===== src/rtl/sipo_deser.sv =====
// Serial-in, parallel-out deserializer with a one-word output buffer.
// Completed words load into the buffer on their final bit edge; words that cannot be buffered set a sticky overflow flag.
module sipo_deser #(
    parameter int unsigned WIDTH     = 4,
    parameter bit          LSB_FIRST = 1'b1,
    localparam int unsigned CW       = $clog2(WIDTH)
) (
    input  logic             clk,
    input  logic             rst,
    input  logic             clr,
    input  logic             din,
    input  logic             din_valid,
    output logic [WIDTH-1:0] q,
    output logic [CW-1:0]    bit_cnt,
    output logic [WIDTH-1:0] word_data,
    output logic             word_valid,
    input  logic             word_ready,
    output logic             overflow,
    input  logic             ovf_clr
);

    typedef enum logic [0:0] {StEmpty, StFull} buf_state_e;

    buf_state_e       state_q, state_d;
    logic [WIDTH-1:0] shift_q, shift_d;
    logic [WIDTH-1:0] word_next;
    logic [CW-1:0]    cnt_q, cnt_d;
    logic [WIDTH-1:0] data_q, data_d;
    logic             ovf_q, ovf_d;
    logic             word_done;
    logic             load;
    logic             ovf_set;

    // Shift register and bit counter
    always_comb begin
        shift_d   = shift_q;
        cnt_d     = cnt_q;
        word_done = 1'b0;
        if (LSB_FIRST) begin
            word_next = {din, shift_q[WIDTH-1:1]};
        end else begin
            word_next = {shift_q[WIDTH-2:0], din};
        end
        if (clr) begin
            shift_d = '0;
            cnt_d   = '0;
        end else if (din_valid) begin
            shift_d = word_next;
            if (cnt_q == CW'(WIDTH - 1)) begin
                cnt_d     = '0;
                word_done = 1'b1;
            end else begin
                cnt_d = cnt_q + CW'(1);
            end
        end
    end

    // Output buffer: a load on the draining edge replaces the word instead of emptying
    always_comb begin
        state_d = state_q;
        load    = 1'b0;
        ovf_set = 1'b0;
        unique case (state_q)
            StEmpty: begin
                if (word_done) begin
                    load    = 1'b1;
                    state_d = StFull;
                end
            end
            StFull: begin
                if (word_done) begin
                    if (word_ready) begin
                        load = 1'b1;
                    end else begin
                        ovf_set = 1'b1;
                    end
                end else if (word_ready) begin
                    state_d = StEmpty;
                end
            end
            default: state_d = StEmpty;
        endcase
        data_d = load ? word_next : data_q;
        ovf_d  = ovf_set | (ovf_q & ~ovf_clr);
    end

    always_ff @(posedge clk or negedge rst) begin
        if (!rst) begin
            state_q <= StEmpty;
            shift_q <= '0;
            cnt_q   <= '0;
            data_q  <= '0;
            ovf_q   <= 1'b0;
        end else begin
            state_q <= state_d;
            shift_q <= shift_d;
            cnt_q   <= cnt_d;
            data_q  <= data_d;
            ovf_q   <= ovf_d;
        end
    end

    assign q          = shift_q;
    assign bit_cnt    = cnt_q;
    assign word_data  = data_q;
    assign word_valid = (state_q == StFull);
    assign overflow   = ovf_q;

endmodule

===== config.mk =====
export PLATFORM = sky130hd
export DESIGN_NAME = sipo_deser
export DESIGN_NICKNAME = d
export VERILOG_FILES = /design/src/rtl/sipo_deser.sv
export SDC_FILE = /design/constraint.sdc
export NUM_CORES = 1
export LEC_CHECK = 0
export BUFFER_PORTS_ARGS = -buffer_cell sky130_fd_sc_hd__buf_2
export CORE_UTILIZATION = 40
export CTS_CLUSTER_DIAMETER = 50
export DETAILED_ROUTE_END_ITERATION = 6
export GPL_ROUTABILITY_DRIVEN = 1
export GPL_TIMING_DRIVEN = 0
export PLACE_DENSITY = 0.64
export SETUP_SLACK_MARGIN = 0.2
export SLEW_MARGIN = 10
export SYNTH_ARGS = -nofsm -noshare
export SYNTH_HDL_FRONTEND = slang
export SYNTH_SLANG_ARGS = --single-unit

===== constraint.sdc =====
create_clock -name clk -period 1.55 [get_ports clk]
set_clock_uncertainty 0.1 [all_clocks]
set_input_delay 0.31 -clock clk [delete_from_list [all_inputs] [get_ports clk]]
set_output_delay 0.31 -clock clk [all_outputs]
set_load 0.1 [all_outputs]

==> impl_metrics.toml <==
[sta]
slew_viol_final = 0
period_minus_slack_ps = 1430
final.setup.worst_slack_ps = 116
final.period_utilization = 0.925
fmax_ghz = 0.697
setup_viol = 0
hold_viol_final = 0
rsz0062_at_grt = "true"
worst_pin_slew_ps = 278
worst_slew_margin_rel = 0.816

[setup_path]
worstSetupPathType = "register to register"
start_kind = "register"
crit_path_start = "bit_cnt[1]"
critPathCapture = "word_data[0]"
path_max_fanout = 4
critPathRequiredTime_ps = 1600
rr_startpoint = "bit_cnt[1]"
r2r_setup_slack_ps = 120
cp.arrival_ps = 1490
end_kind = "register"
r2r_cells = 4
r2r-end = "word_data[0]"

[place]
place_congestion = 0.687
port_buffers = 17
dp_cells = 69
postPlaceCellArea_sq_um = 654
dpl.hpwl_um = 746
pre_cts_slack_ps = 122

[detailed_routing]
num_vias = 370
wl_per_cell_um = 14.5
drc = 0
antenna_left = 0
via_per_inst = 4.87
dr.first_iter.drc_count = 1
routed_wirelength_um = 1100
dr.pass1.iters = 2

[flow_run]
drv_cap = 0

[final_layout]
drive_gt1_frac = 0.597
diodes = 0
fin_area_sq_um = 779
layout_common_cells = "8 x buf_6, 6 x nor2_1, 6 x buf_4, 6 x dfrtp_1"
area_delta_synth_final_pct = 48.0
multi_input_area_sq_um = 220
final_common_cell = "buf_6"
fill_cells = 89
seqCellArea_sq_um = 313
final_cells = 76
nets = 71

[power_and_ir_drop]
leakage_nw = 0.410
peakVddDrop_uv = 863
power_per_cell_area_nw_per_um2 = 1000

[synthesis]
synth-seq-cells = 12
synthesis.nets = 46
syn_avg_cell_area_sq_um = 13.9
ys_types = 14
netlist_instances = 38
yosys_warnings = 0
synth_area_sq_um = 527
yosysSeqAreaShare = 0.570

[clocking]
path_clk_slew_ps = 70
htree_levels = 1
clock-sinks = 12
clkLatencyLatePin_ps = 270
cts_root_buf = "clkbuf_4"
cts_tree = "yes"
cts_made_buffers = 3
clockBufferDepth = 2

[floorplan]
rows = 12
core_sq_um = 1170
dieArea_sq_um = 1470
start_util = 0.450
die_x_um = 38.3
die_h_um = 38.3
boundaryPins = 19

[worst_hold_path]
min_from = "ovf_clr"
hold_path.class = "primary input to register"

[grt]
grt_util_all_layers = 0.176
grt_max_degree = 13
grt_pass1_vias = 367
antenna_found_initial = 0
grt_pass1_wl_um = 1650
grt.overflow.total = 0

[status]
outcome = "complete, no violations"
[what timing repair did]
item / in CTS / in global routing
endpoints found under the setup margin: 16 / 9
pin swaps: 1 / 0
hold buffers: 1 / 0
setup buffers: 2 / 0
cloned: 0 / 0
gates resized for setup: 18 / 3
hold endpoints to repair: 12 / 0
[worst max-delay path, cell delays in order (launching register included)]
cell and delay, ps:
dfrtp_4 450, ha_4 150, nand3b_4 90, nor2b_4 210, mux2_4 320
[layer usage]
layer	up-vias	part of all wire	GRT usage	wire, um
met5	-	0	0	0
met4	0	0.0082	0.0804	9
met3	2	0.048	0.0349	53
met2	13	0.54	0.309	601
met1	179	0.40	0.205	439
li1	176	-	-	-
[synthesized netlist by cell type (all sizes together)]
cell type	number	area [sq um]
a21oi	1	5.00
buf	1	11.3
dfrtp	12	300
ha	1	12.5
inv	2	7.51
mux2	4	60.1
mux2i	5	50.1
nand2	1	3.75
nand2b	1	6.26
nand3b	1	20.0
nor2	6	22.5
nor2b	1	13.8
nor3b	1	7.51
o22ai	1	6.26
[sequential cells by signal, indices dropped and copies added (netlist names)]
register,flops
bit_cnt,2
word_valid,1
q,4
overflow,1
word_data,4
[worst min-delay path by stage]
stage | cells after the start | endpoint | slack [ps]
global placement | 1 | bit_cnt[0] | 90
global route | 2 | overflow | 140
detailed placement | 1 | bit_cnt[1] | 100
finish | 2 | overflow | 130
floorplan | 0 | overflow | -90
CTS | 2 | overflow | 130
[power by group]
part | switching (W) | total [W] | internal, W
Clock | 0.000101 | 0.000244 | 0.000143
Sequential | 0.0000158 | 0.000345 | 0.000329
Combinational | 0.000134 | 0.000193 | 0.0000590
Total | 0.000251 | 0.000782 | 0.000531
[area by class of cell]
class                   instances  share of cell area
multi-input cells              23               0.283
repair buffers                 20               0.223
plain buffers                   1              0.0144
clock buffers                   4              0.0465
flip-flops and latches         12               0.401
well taps                      14              0.0225
inverters                       2             0.00963
[kinds of logic after synthesis]
kind of cell | synth area share
muxes | 0.209
and+or+nand+nor | 0.140
adders and majority gates | 0.0237
buffers and inverters | 0.0356
AOI/OAI and AO/OA | 0.0214
DFF | 0.570
[metrics by stage]
| stage | utilization | hold WS (ps) | TNS [ps] | power [W] |
|---|---|---|---|---|
| after floorplan | - | -85.6 | -257 | 0.000482 |
| after global placement | 0.559 | 89.5 | 0 | 0.000514 |
| after detailed placement | 0.559 | 102 | 0 | 0.000518 |
| after CTS | 0.656 | 128 | 0 | 0.000781 |
| after global routing | 0.666 | 137 | 0 | 0.000808 |
| final | 0.666 | 132 | 0 | 0.000782 |
Note: power is estimated with default switching activity, not from simulation.
